$ cat src/rtl/gbp_upd_sched.sv
// gbp_upd_sched: update scheduler for a gshare-style branch predictor.
// After reset or flush it walks every predictor row, writing the reset
// counter value. It then queues resolved-branch updates into a small FIFO
// and issues them as single-column writes, maintaining the global history
// register.
// Optional feature: define GBP_SCHED_BYPASS_EN to let a request reach cmd_*
// in the same cycle when the queue is empty.
module gbp_upd_sched #(
  parameter int unsigned NR_ROWS = 512,
  parameter int unsigned COLS    = 2,
  parameter int unsigned DEPTH   = 4,
  localparam int unsigned IDX_W  = $clog2(NR_ROWS),
  localparam int unsigned COL_W  = (COLS > 1) ? $clog2(COLS) : 1
) (
  input  logic             clk_i,
  input  logic             rst_ni,
  input  logic             flush_i,
  input  logic             debug_mode_i,
  input  logic             req_valid_i,
  output logic             req_ready_o,
  input  logic [IDX_W-1:0] req_index_i,
  input  logic [COL_W-1:0] req_col_i,
  input  logic             req_taken_i,
  output logic             cmd_valid_o,
  input  logic             cmd_ready_i,
  output logic [IDX_W-1:0] cmd_index_o,
  output logic [COLS-1:0]  cmd_col_mask_o,
  output logic             cmd_init_o,
  output logic             cmd_taken_o,
  output logic [IDX_W-1:0] ghr_o,
  output logic             busy_o
);

  localparam int unsigned PTR_W = $clog2(DEPTH);
  localparam int unsigned CNT_W = PTR_W + 1;

  typedef enum logic {S_FLUSH, S_RUN} state_e;

  typedef struct packed {
    logic [IDX_W-1:0] idx;
    logic [COL_W-1:0] col;
    logic             taken;
  } ent_t;

  state_e           state_q, state_d;
  logic [IDX_W-1:0] row_q, row_d;
  logic [PTR_W-1:0] wr_ptr_q, rd_ptr_q;
  logic [CNT_W-1:0] cnt_q;
  logic [IDX_W-1:0] ghr_q;
  ent_t             mem_q [DEPTH];

  logic run, empty, full, req_fire, req_live, byp, push, pop, clear;
  ent_t head, req_ent;

  assign run      = (state_q == S_RUN);
  assign empty    = (cnt_q == '0);
  assign full     = (cnt_q == CNT_W'(DEPTH));
  assign head     = mem_q[rd_ptr_q];
  assign req_ent  = '{idx: req_index_i, col: req_col_i, taken: req_taken_i};

  // Readiness depends only on queue occupancy and flush, never on cmd_ready_i.
  assign req_ready_o = run && !full && !flush_i;
  assign req_fire    = req_valid_i && req_ready_o;
  // Requests taken while in debug mode are consumed but have no effect.
  assign req_live    = req_fire && !debug_mode_i;

`ifdef GBP_SCHED_BYPASS_EN
  assign byp = run && empty && req_live;
`else
  assign byp = 1'b0;
`endif

  assign pop   = run && !empty && cmd_ready_i;
  // A bypassed request that the RAM takes immediately never enters the queue.
  assign push  = req_live && !(byp && cmd_ready_i);
  assign clear = run && flush_i;

  assign busy_o = (state_q == S_FLUSH);
  assign ghr_o  = ghr_q;

  // Command mux: init walk, queue head, or (optionally) the live request.
  always_comb begin
    cmd_valid_o    = 1'b0;
    cmd_index_o    = '0;
    cmd_col_mask_o = '0;
    cmd_init_o     = 1'b0;
    cmd_taken_o    = 1'b0;
    if (!run) begin
      cmd_valid_o    = 1'b1;
      cmd_init_o     = 1'b1;
      cmd_index_o    = row_q;
      cmd_col_mask_o = '1;
    end else if (!empty) begin
      cmd_valid_o    = 1'b1;
      cmd_index_o    = head.idx;
      cmd_col_mask_o = COLS'(1) << head.col;
      cmd_taken_o    = head.taken;
    end else if (byp) begin
      cmd_valid_o    = 1'b1;
      cmd_index_o    = req_ent.idx;
      cmd_col_mask_o = COLS'(1) << req_ent.col;
      cmd_taken_o    = req_ent.taken;
    end
  end

  // Next-state: row walk advances on each accepted beat; flush restarts it.
  always_comb begin
    state_d = state_q;
    row_d   = row_q;
    case (state_q)
      S_FLUSH: begin
        if (flush_i) begin
          row_d = '0;
        end else if (cmd_ready_i) begin
          if (row_q == IDX_W'(NR_ROWS - 1)) begin
            state_d = S_RUN;
            row_d   = '0;
          end else begin
            row_d = row_q + IDX_W'(1);
          end
        end
      end
      S_RUN: begin
        if (flush_i) begin
          state_d = S_FLUSH;
          row_d   = '0;
        end
      end
      default: begin
        state_d = S_FLUSH;
        row_d   = '0;
      end
    endcase
  end

  // State and row counter registers.
  always_ff @(posedge clk_i or negedge rst_ni) begin
    if (!rst_ni) begin
      state_q <= S_FLUSH;
      row_q   <= '0;
    end else begin
      state_q <= state_d;
      row_q   <= row_d;
    end
  end

  // Queue pointers, occupancy and history; flush discards everything.
  always_ff @(posedge clk_i or negedge rst_ni) begin
    if (!rst_ni) begin
      wr_ptr_q <= '0;
      rd_ptr_q <= '0;
      cnt_q    <= '0;
      ghr_q    <= '0;
    end else if (clear) begin
      wr_ptr_q <= '0;
      rd_ptr_q <= '0;
      cnt_q    <= '0;
      ghr_q    <= '0;
    end else begin
      if (push) wr_ptr_q <= wr_ptr_q + PTR_W'(1);
      if (pop)  rd_ptr_q <= rd_ptr_q + PTR_W'(1);
      case ({push, pop})
        2'b10:   cnt_q <= cnt_q + CNT_W'(1);
        2'b01:   cnt_q <= cnt_q - CNT_W'(1);
        default: cnt_q <= cnt_q;
      endcase
      if (req_live) ghr_q <= {ghr_q[IDX_W-2:0], req_taken_i};
    end
  end

  // Queue storage; contents are only meaningful between the pointers.
  always_ff @(posedge clk_i) begin
    if (push) mem_q[wr_ptr_q] <= req_ent;
  end

endmodule

$ cat config.mk
export PLATFORM = sky130hd
export DESIGN_NAME = gbp_upd_sched
export DESIGN_NICKNAME = d
export VERILOG_FILES = /design/src/rtl/gbp_upd_sched.sv
export SDC_FILE = /design/constraint.sdc
export NUM_CORES = 1
export LEC_CHECK = 0
export ABC_AREA = 1
export BUFFER_PORTS_ARGS = -buffer_cell sky130_fd_sc_hd__clkbuf_2
export CORE_ASPECT_RATIO = 1.25
export CORE_MARGIN = 2
export CORE_UTILIZATION = 35
export DETAILED_ROUTE_END_ITERATION = 16
export PLACE_DENSITY = 0.56
export SETUP_SLACK_MARGIN = 0.15
export SLEW_MARGIN = 20
export SYNTH_ARGS = -nofsm -noshare
export SYNTH_HDL_FRONTEND = slang
export SYNTH_SLANG_ARGS = --single-unit
export TNS_END_PERCENT = 50
$ cat constraint.sdc
create_clock -name clk_i -period 2.5 [get_ports clk_i]
set_input_delay 0.125 -clock clk_i [delete_from_list [all_inputs] [get_ports clk_i]]
set_output_delay 0.125 -clock clk_i [all_outputs]
set_load 0.01 [all_outputs]
==> summary.txt, run 1 <==
Final layout
  – Finished Cell Area: about 3800 sq um
  – Layout cells sized above 1: 20.6%
  – Final core occ: a little over two fifths
  – Area Overhead vs Synth: 20.9%
  – Layout Nets: between 300 and 400
  – Diode count: 0

Floorplan
  – Die W: 89.2 um
  – Ports: 42
  – Core area: 8750 sq um
  – Die Ht: about 110 um
  – Starting density of the core: a little over a third
  – Rows: 38
  – Die Area: ~9800 sq um

Yosys
  – Top_reg_cell synth: edfxtp_1
  – EDFF count, synth: 44
  – Avg Cell Area, Syn: 10.5 sq um
  – Area contributors post-synth: edfxtp_1 42%, dfrtp_1 21%, o21ai_0 6.9%
  – Synth top area share: 41.6%
  – Synth Cell Area: 3170 sq um
  – Syn nets: 327
  – Register area share after synthesis: about 62%
  – Async SR Flop Fraction: 37.1%
  – Syn Inst Count: 303
  – Leading area contributor after synthesis: edfxtp_1
  – Yosys reg bits: 70
  – Synth cell types: 28
  – Synth Warn #: 0

Pwr
  – Lkg Pwr: ~1.6 nW
  – Flop pwr share: 49.8%
  – Switching power total: 669 uW
  – Clock Power Share: 38.5%
  – PD cells: 679 nW/um^2
  – Logic pwr share: 11.7%
  – Switching Share: 25.7%
  – Peak VDD IR: 0.237 mV
  – Pint: 1.93 mW

Setup path
  – Setup slack, reg-to-reg: 0.41 ns
  – Max FO, Critical Path: 13
  – Critical path class: reg -> out
  – Worst EP required: ~2.4 ns
  – Worst EP arrival: 2.05 ns
  – Endpoint type of the worst setup path: primary output
  – Crit path launch type: flop

Timing
  – Minimum clock period: 2.18 ns
  – Worst-Margin Slew: 0.660 ns
  – F_max: ~460 MHz
  – Setup_tns: 0 ns
  – Layout Skew: between 0.01 and 0.015 ns
  – Worst slew margin: 56.0%
  – Tcrit/Tclk final: between 80% and 90%
  – Final Hold Violating Endpoints: 0
  – RSZ-0062 raised after global routing: no
  – Final Slew Violations: 0
  – Setup Viol. Count Final: 0

GRT
  – Congestion Overflow GR: 0
  – Number of antenna violations at the first check in global routing: 0
  – Number of global-route vias before repair: roughly 2300
  – Global-route wire length before repair: 10900 um
  – Aggregate global-route resource usage: 14.3%
  – Largest net degree at the start of global routing: 27

Routing
  – Final ANT Viol Nets: 0
  – WL/cell: around 14 um
  – Routed wire length: 6620 um
  – Routed vias: 2329
  – First-pass DRT Iterations: 4
  – Drc violations: 0
  – Avg Vias per Cell: 4.81
  – Drt initial violations: approximately 100

Clock tree
  – Num CTS Buffers: 9
  – Root buffer cell: clkbuf_8
  – Max clock buf depth: 2
  – Worst skew pair latency: 0.34 ns
  – Post-CTS setup buffer count: 0
  – Register clock-pin slew on the reported worst setup and hold paths: 0.07 ns
  – Clock Sinks: 70
  – CTS H-Tree Depth: 3
  – TritonCTS clock tree: done

Placed design
  – Post-DP HPWL: about 4600 um
  – Number of buffers added on ports: 41
  – Gp weighted congestion: 0.748
  – Placed Area: about 3500 sq um

Job
  – # Max-Cap Violations: 0

Status
  – Status: finished clean

Hold path
  – Worst min path class: in -> reg
-- metal layers --
metal	share of wire, %	wire length (um)	vias up	global-route usage, %
li1	-	-	1151	-
met1	45	3000	1124	18.2
met2	49	3230	44	22.9
met3	3.6	239	10	2.39
met4	2.2	148	0	7.76
met5	0	0	-	0
-- state kept, by name (all words and copies together) (netlist names) --
signal	cells
cnt_q	3
rd_ptr_q	2
mem_q	44
ghr_o	9
run	1
row_q	9
wr_ptr_q	2
-- power by group through the flow --
stage	Combinational (mW)	Sequential [mW]	Clock (mW)
after floorplan	0.186	1.32	0
after global placement	0.290	1.32	0
after detailed placement	0.295	1.32	0
after CTS	0.308	1.30	1.02
after global routing	0.349	1.30	1.07
final	0.303	1.30	1.00
-- critical path, cell delays in order (launching register included) --
cell and delay (ns):
dfrtp_1 0.67, clkinvlp_4 0.41, o21ai_0 0.16, o22ai_1 0.13, nand3_1 0.09, o21ai_0 0.11, clkbuf_2 0.15
-- timing repair --
| action | in CTS | in global routing |
|---|---|---|
| hold buffers | 9 | 0 |
| hold endpoints to repair | 58 | 0 |
| setup endpoints to repair | 0 | 3 |
| gates resized for setup | 0 | 1 |
-- layout by cell type (no fill, tap or decap), types with 8 or more instances in the layout --
cell,count
nand3_1,32
o22ai_1,13
dfrtp_1,26
nor2_1,35
nand2_1,31
inv_1,32
clkbuf_8,9
clkbuf_2,41
o21ai_0,44
edfxtp_1,44
dlygate4sd3_1,9
buf_4,8
-- cells in the mapped netlist (4+ instances only) --
cell / n
o31ai_1: 4
o21ai_0: 44
dfrtp_1: 26
nand2_1: 31
nand3_1: 32
inv_1: 33
nor2_1: 35
buf_2: 6
edfxtp_1: 44
clkbuf_1: 5
o22ai_1: 13
a21oi_1: 4
ha_1: 6
-- cells by family (layout without fill, tap and decap cells) --
| family | after synthesis | after routing | synth area share, % |
|---|---|---|---|
| flip-flops | 70 | 70 | 62.1 |
| buffers and inverters | 48 | 109 | 6.43 |
| XOR/XNOR | 3 | 3 | 0.828 |
| AO/OA/AOI/OAI | 68 | 68 | 11.7 |
| AND/OR/NAND/NOR | 107 | 107 | 15.9 |
| adder cells (fa/ha/maj) | 7 | 7 | 3.00 |
-- layout make-up --
cell class	instances	area [sq um]
fillers	870	4910
flip-flops and latches	70	1970
multi-input cells	185	997
repair buffers	58	355
well taps	120	150
inverters	35	140
clock buffers	9	124
clock inverters	7	96.3
-- final timing paths --
path                                          from                       to  depth (start not counted)
min                                 req_index_i[1]    mem_q[1][3]$_DFFE_PP_                          1
max in group asynchronous                   rst_ni  wr_ptr_q[0]$_DFFE_PN0P_                          2
min reg2reg                   ghr_o[8]$_DFFE_PN0P_     ghr_o[8]$_DFFE_PN0P_                          2
min in group asynchronous                   rst_ni     cnt_q[1]$_DFFE_PN0P_                          2
max                        rd_ptr_q[1]$_DFFE_PN0P_           cmd_index_o[8]                          6
max reg2reg                          run$_DFF_PN0_     cnt_q[2]$_DFFE_PN0P_                         12
-- per-stage QoR --
stage          hold slack, ns  cells  worst slack [ns]  power (mW)
2_1_floorplan          -0.171    303             0.695        1.50
3_3_place_gp            0.200    459             0.487        1.61
3_5_place_dp            0.194    459             0.402        1.62
4_1_cts               0.00200    484             0.309        2.63
5_1_grt                0.0128    484             0.153        2.72
6_report               0.0219    484             0.322        2.60
No activity file was read; power rests on OpenSTA's default activity.
==> run 2: changes to the inputs <==
CTS_CLUSTER_DIAMETER = 200   (was not set)
MAX_ROUTING_LAYER = met4   (was not set)
==> run 2 against run 1 <==
Net effect:
- first-iteration DRC count increased by 0.96%
- hold slack better by 0.0096 ns
- combinational power hardly changed
- clock-buffer cell count unchanged
- routed wire length is essentially flat
- power about the same
- clock skew down 0.0026 ns
- cell count stayed put
- sequential power about the same
- setup slack about the same
- via count decreased by 0.56%
- clock power about the same
- critical endpoint unchanged
- largest power group unchanged
- highest routed layer unchanged
==> summary.txt, run 2 (synthesis results as in run 1) <==
Routing
  – Drc violations: 0 (unchanged)
  – Drt initial violations: 105 (+0.96%)
  – WL/cell: 13.7 um (about the same)
  – Avg Vias per Cell: 4.79 (-0.56%)
  – Routed vias: 2316 (-0.56%)
  – Routed wire length: 6620 um (about the same)
  – First-pass DRT Iterations: 4 (unchanged)
  – Final ANT Viol Nets: 0 (unchanged)

Setup path
  – CP startpoint: rd_ptr_q[1]$_DFFE_PN0P_
  – Worst EP required: 2.38 ns (about the same)
  – Max FO, Critical Path: 13 (unchanged)
  – Crit path launch type: flop
  – R2R depth: 12 (unchanged)
  – Critical R2R Launch: run$_DFF_PN0_
  – Worst EP arrival: 2.05 ns (about the same)
  – RR Endpoint: cnt_q[2]$_DFFE_PN0P_
  – Setup slack, reg-to-reg: 0.41 ns (about the same)
  – Endpoint type of the worst setup path: primary output
  – Critical path class: reg -> out
  – Crit path to: cmd_index_o[8]

Timing
  – Setup Viol. Count Final: 0 (unchanged)
  – Setup_tns: 0 ns (unchanged)
  – Minimum clock period: 2.18 ns (-0.000440 ns)
  – Worst hold margin: 0.0315 ns (+0.00963 ns)
  – Worst slew margin: 55.7% (-0.33 points)
  – RSZ-0062 raised after global routing: no
  – Layout Skew: 0.0102 ns (-0.00262 ns)
  – Final Hold Violating Endpoints: 0 (unchanged)
  – Worst-Margin Slew: 0.665 ns (+0.00488 ns)
  – Final Slew Violations: 0 (unchanged)
  – Tcrit/Tclk final: 87.1% (about the same)
  – F_max: 459 MHz (about the same)
  – Worst Setup Slack, final: 0.322 ns (+0.000440 ns)

Floorplan
  – Rows: 38 (unchanged)
  – Core area: 8750 sq um (unchanged)
  – Die W: 89.2 um (unchanged)
  – Die Area: 9850 sq um (unchanged)
  – Ports: 42 (unchanged)
  – Starting density of the core: 36.3% (unchanged)
  – Die Ht: 110 um (unchanged)

Placed design
  – Placed cell count: 459 (unchanged)
  – Number of buffers added on ports: 41 (unchanged)
  – Post-DP HPWL: 4600 um (unchanged)
  – Gp weighted congestion: 0.758 (+1.3%)
  – Placed Area: 3520 sq um (unchanged)
  – Pre-CTS setup slack: 0.402 ns (unchanged)

Clock tree
  – Num CTS Buffers: 9 (unchanged)
  – Max clock buf depth: 2 (unchanged)
  – Clock Sinks: 70 (unchanged)
  – CTS H-Tree Depth: 3 (unchanged)
  – Worst skew pair latency: 0.34 ns (about the same)
  – Root buffer cell: clkbuf_8
  – Post-CTS setup buffer count: 0 (unchanged)
  – TritonCTS clock tree: done
  – Register clock-pin slew on the reported worst setup and hold paths: 0.07 ns (about the same)

Final layout
  – Max reg flops: 44 (unchanged)
  – Layout Nets: 383 (unchanged)
  – Diode count: 0 (unchanged)
  – Layout Cells excl Fill: 484 (unchanged)
  – Layout fillers: 870 (unchanged)
  – Footprint of the multi-input gates: 997 sq um (unchanged)
  – Area Overhead vs Synth: 20.9% (unchanged)
  – Most frequent cells in the layout: 44 x o21ai_0, 44 x edfxtp_1, 41 x clkbuf_2
  – Finished Cell Area: 3830 sq um (unchanged)
  – Final core occ: 43.8% (unchanged)
  – Layout cells sized above 1: 20.6% (unchanged)
  – Sequential cell area: 1970 sq um (unchanged)
  – Most flops, register: mem_q

GRT
  – Largest net degree at the start of global routing: 27 (unchanged)
  – Aggregate global-route resource usage: 14.8% (+0.47 points)
  – Number of antenna violations at the first check in global routing: 0 (unchanged)
  – Congestion Overflow GR: 0 (unchanged)
  – Global-route wire length before repair: 10900 um (+0.26%)
  – Number of global-route vias before repair: 2251 (-0.18%)

Pwr
  – Lkg Pwr: 1.59 nW (unchanged)
  – PD cells: 679 nW/um^2 (about the same)
  – Design Power: 2.60 mW (about the same)
  – Peak VDD IR: 0.235 mV (-1.1%)

Hold path
  – Worst min path class: in -> reg

Job
  – # Max-Cap Violations: 0 (unchanged)

Status
  – Status: finished clean
## run 2: cell counts in the layout (fill, tap and decap cells not counted)
Identical to the previous run, type by type.
## run 2: area by class of cell
| cell class | instances | share of cell area (%) |
|---|---|---|
| multi-input cells | 185 | 26.0 |
| flip-flops and latches | 70 | 51.4 |
| repair buffers | 58 | 9.27 |
| clock buffers | 9 | 3.23 |
| clock inverters | 7 | 2.51 |
| well taps | 120 | 3.92 |
| inverters | 35 | 3.65 |
## run 2: routing by layer
| layer | routed length (um) | global-route usage [%] | vias up |
|---|---|---|---|
| met3 | 251 | 2.62 | 10 |
| met4 | 143 | 7.76 | 0 |
| met2 | 3250 | 22.9 | 47 |
| li1 | - | - | 1149 |
| met1 | 2980 | 18.3 | 1110 |
| met5 | 0 | - | - |
## run 2: timing repair
item,CTS,global route
hold endpoints to repair,58,0
hold buffers,9,0
setup endpoints to repair,0,3
gates resized for setup,0,1
## run 2: how the worst min path moves through the flow
stage | endpoint | cells past startpoint | slack (ns) | from
3_3_place_gp | ghr_o[8]$_DFFE_PN0P_ | 1 | 0.20 | rst_ni
5_1_grt | mem_q[2][3]$_DFFE_PP_ | 1 | 0.009 | req_index_i[1]
3_5_place_dp | ghr_o[7]$_DFFE_PN0P_ | 1 | 0.19 | rst_ni
2_1_floorplan | cnt_q[0]$_DFFE_PN0P_ | 0 | -0.17 | rst_ni
4_1_cts | mem_q[2][3]$_DFFE_PP_ | 1 | 0.002 | req_index_i[1]
6_report | mem_q[1][3]$_DFFE_PP_ | 1 | 0.03 | req_index_i[1]
## run 2: worst max-delay path: stages (launching register included)
cell,delay [ns]
dfrtp_1,0.67
clkinvlp_4,0.41
o21ai_0,0.16
o22ai_1,0.13
nand3_1,0.09
o21ai_0,0.11
clkbuf_2,0.15
## run 2: power by group
group          leakage, nW  internal, mW  switching, mW  total, mW
registers            0.734          1.26         0.0357       1.30
logic                0.750         0.108          0.196      0.303
clock network        0.104         0.565          0.436       1.00
total                 1.59          1.93          0.668       2.60
==> run 3: changes to the inputs <==
ABC_AREA = not set   (was 1)
==> run 3 against run 2 <==
Net effect:
- core utilization increased by 0.87 points
- clock power is essentially flat
- power shrank 12%
- critical path depth rose by 3
- first-iteration DRC count decreased by 10%
- non-clock buffer count grew 5
- synthesized cell count down 23%
- clock skew is 0.0030 ns lower
- synthesized area shrank 0.63%
- setup slack lost 0.086 ns
- flip-flop and latch count did not move
- critical path type is now reg -> reg
- largest cell class unchanged
==> summary.txt, run 3 <==
Yosys
  – Count leader, synth: edfxtp_1
  – Avg Cell Area, Syn: 13.6 sq um (+30%)
  – Syn nets: 256 (-22%)
  – Async SR Flop Fraction: 37.1% (unchanged)
  – Yosys reg bits: 70 (unchanged)
  – Leading area contributor after synthesis: edfxtp_1
  – Register area share after synthesis: 62.5% (+0.39 points)
  – Synth top area share: 41.9% (+0.26 points)
  – Area contributors post-synth: edfxtp_1 42%, dfrtp_1 21%, mux4_2 7.9%
  – Synth cell types: 45 (+61%)
  – EDFF count, synth: 44 (unchanged)
  – Synth cell count leaders: 44 x edfxtp_1, 28 x nand2_1, 26 x dfrtp_1
  – Synth Warn #: 0 (unchanged)
  – Synth Cell Area: 3150 sq um (-0.63%)
  – Syn Inst Count: 232 (-23%)
  – Top_reg_cell synth: edfxtp_1

Setup path
  – CP startpoint: row_q[0]$_DFFE_PN0P_
  – Endpoint type of the worst setup path: flop
  – R2R depth: 9 (-3)
  – Cell Chain, Critical Path: ha_4 > and3_4 > and3_4 > and3_4 > ha_4 > or4b_4 > a31oi_1 > o21ai_1 > o21ai_1
  – Worst EP arrival: 2.54 ns (+0.49 ns)
  – Cell depth of the worst setup path: 9 (+3)
  – Max FO, Critical Path: 7 (-6)
  – Critical Path Max Stage Delay: 0.59 ns (-0.08 ns)
  – Setup slack, reg-to-reg: 0.24 ns (-0.17 ns)
  – CP max stage cell: or4b_4
  – Most used cell, CP: and3_4
  – Crit path to: row_q[6]$_DFFE_PN0P_
  – Buf/Inv on CP: 0 (-2)
  – Critical R2R Launch: row_q[0]$_DFFE_PN0P_
  – Critical path class: reg -> reg
  – Crit path launch type: flop
  – Crit-path leading delay family: simple AND/OR/NAND/NOR gates
  – Worst EP required: 2.77 ns (+0.39 ns)
  – RR Endpoint: row_q[6]$_DFFE_PN0P_

Final layout
  – Diode count: 0 (unchanged)
  – Most frequent cells in the layout: 44 x edfxtp_1, 41 x clkbuf_2, 28 x nand2_1
  – Most flops, register: mem_q
  – Max reg flops: 44 (unchanged)
  – Layout cells sized above 1: 30.0% (+9.4 points)
  – Layout fillers: 820 (-5.7%)
  – Layout Cells excl Fill: 417 (-14%)
  – Most common cell after layout, fill and taps aside: edfxtp_1
  – Layout Nets: 316 (-17%)
  – Area Overhead vs Synth: 23.4%

GRT
  – Largest net degree at the start of global routing: 27 (unchanged)
  – Congestion Overflow GR: 0 (unchanged)
  – GR Layer Usage met2: 23.1% (+0.27 points)
  – Gr busiest metal: met2
  – Global-route wire length before repair: 10100 um (-7.0%)
  – Grt met3 use: 3.80% (+1.2 points)
  – Number of antenna violations at the first check in global routing: 0 (unchanged)
  – Number of global-route vias before repair: 2020 (-10%)
  – Met1 Usage GRT: 17.5% (-0.75 points)
  – Aggregate global-route resource usage: 14.8% (-0.018 points)

Timing
  – F_max: 442 MHz (-3.8%)
  – Worst slew margin: 54.0% (-1.7 points)
  – RSZ-0062 raised after global routing: yes
  – Final Hold Violating Endpoints: 0 (unchanged)
  – Final Slew Violations: 0 (unchanged)
  – Tcrit/Tclk final: 90.5% (+3.4 points)
  – Layout Skew: 0.00723 ns (-0.00298 ns)
  – Setup_tns: 0 ns (unchanged)
  – Worst hold margin: 0.0566 ns (+0.0251 ns)
  – Setup Viol. Count Final: 0 (unchanged)
  – Minimum clock period: 2.26 ns (+0.0857 ns)
  – Worst-Margin Slew: 0.691 ns (+0.0260 ns)

Job
  – # Max-Cap Violations: 0 (unchanged)

Floorplan
  – Ports: 42 (unchanged)
  – Die Ht: 110 um (-0.31%)
  – Die W: 88.9 um (-0.30%)
  – Core area: 8700 sq um (-0.54%)
  – Rows: 38 (unchanged)
  – Starting density of the core: 36.2% (about the same)
  – Die Area: 9790 sq um (-0.60%)

Clock tree
  – TritonCTS clock tree: done
  – CTS H-Tree Depth: 3 (unchanged)
  – Root buffer cell: clkbuf_8
  – Max clock buf depth: 2 (unchanged)
  – Num CTS Buffers: 9 (unchanged)
  – Worst skew pair latency: 0.34 ns (about the same)
  – Clock Sinks: 70 (unchanged)
  – Register clock-pin slew on the reported worst setup and hold paths: 0.08 ns (about the same)

Routing
  – First-pass DRT Iterations: 4 (unchanged)
  – Avg Vias per Cell: 4.86 (+1.5%)
  – Final ANT Viol Nets: 0 (unchanged)
  – Routed vias: 2026 (-13%)
  – WL/cell: 15.3 um (+12%)
  – Routed wire length: 6390 um (-3.5%)
  – Drc violations: 0 (unchanged)
  – Drt initial violations: 94 (-10%)

Pwr
  – PD cells: 591 nW/um^2 (-13%)
  – Lkg Pwr: 1.51 nW (-4.7%)
  – Peak VDD IR: 0.361 mV (+54%)

Status
  – Status: finished clean

Placed design
  – Post-DP HPWL: 4340 um (-5.8%)
  – Placed cell count: 388 (-15%)
  – Number of buffers added on ports: 41 (unchanged)
  – Gp weighted congestion: 0.775 (+2.3%)

Hold path
  – Worst min path class: in -> reg
run 3: cell count changes after synthesis, sizes merged, moves of 9 or more:
cell     delta
mux4       +11
o21ai      -33
inv        -22
nand3      -31
nor2       -32
o22ai      -13
o2bb2ai     +9
a21oi      +10
run 3: layer usage:
layer | share of wire [%] | wire (um)
met3 | 3.4 | 216
met5 | 0 | 0
met4 | 1.8 | 117
met1 | 44 | 2800
met2 | 51 | 3250
run 3: per-stage QoR:
step	total power [mW]	util [%]	setup WS [ns]	cell area, sq um
floorplan	1.28	-	0.154	3160
finish	2.30	44.7	0.237	3890
CTS	2.33	44.2	0.169	3840
global placement	1.32	40.3	0.0656	3510
detailed placement	1.32	40.3	0.0235	3510
global route	2.38	44.7	0.133	3890
run 3: cell families after synthesis:
kind of cell | count (synthesis) | synth area share (%)
AO/OA/AOI/OAI | 44 | 9.60
multiplexers | 12 | 8.17
AND/OR/NAND/NOR | 66 | 11.2
XOR/XNOR | 6 | 1.67
adder cells (fa/ha/maj) | 7 | 3.02
flip-flops | 70 | 62.5
buffers and inverters | 27 | 3.85
run 3: power breakdown:
group,internal (mW),total [mW],switching [mW],leakage (nW)
clock,0.560,0.985,0.425,0.100
sequential,1.23,1.24,0.00280,0.752
combinational,0.0372,0.0770,0.0397,0.662
run 3: how the worst min path moves through the flow:
stage	startpoint	to	cells after the start
final	flush_i	row_q[8]$_DFFE_PN0P_	2
after global routing	flush_i	row_q[8]$_DFFE_PN0P_	2
after CTS	flush_i	run$_DFF_PN0_	2
after detailed placement	rst_ni	ghr_o[4]$_DFFE_PN0P_	1
after global placement	rst_ni	ghr_o[2]$_DFFE_PN0P_	1
after floorplan	rst_ni	cnt_q[0]$_DFFE_PN0P_	0
run 3: repair_timing:
| action | CTS | global route |
|---|---|---|
| setup buffers | 0 | 1 |
| resized for setup | 1 | 6 |
| hold endpoints to repair | 70 | 0 |
| hold buffers | 12 | 0 |
| pin swaps | 1 | 2 |
| endpoints found under the setup margin | 3 | 3 |
run 3: cell type report:
| class | instances | area [sq um] | share of cell area [%] |
|---|---|---|---|
| inverters | 13 | 48.8 | 1.25 |
| repair buffers | 63 | 400 | 10.3 |
| multi-input cells | 135 | 1100 | 28.4 |
| clock inverters | 6 | 87.6 | 2.25 |
| well taps | 120 | 150 | 3.86 |
| flip-flops and latches | 70 | 1970 | 50.7 |
| clock buffers | 10 | 128 | 3.28 |
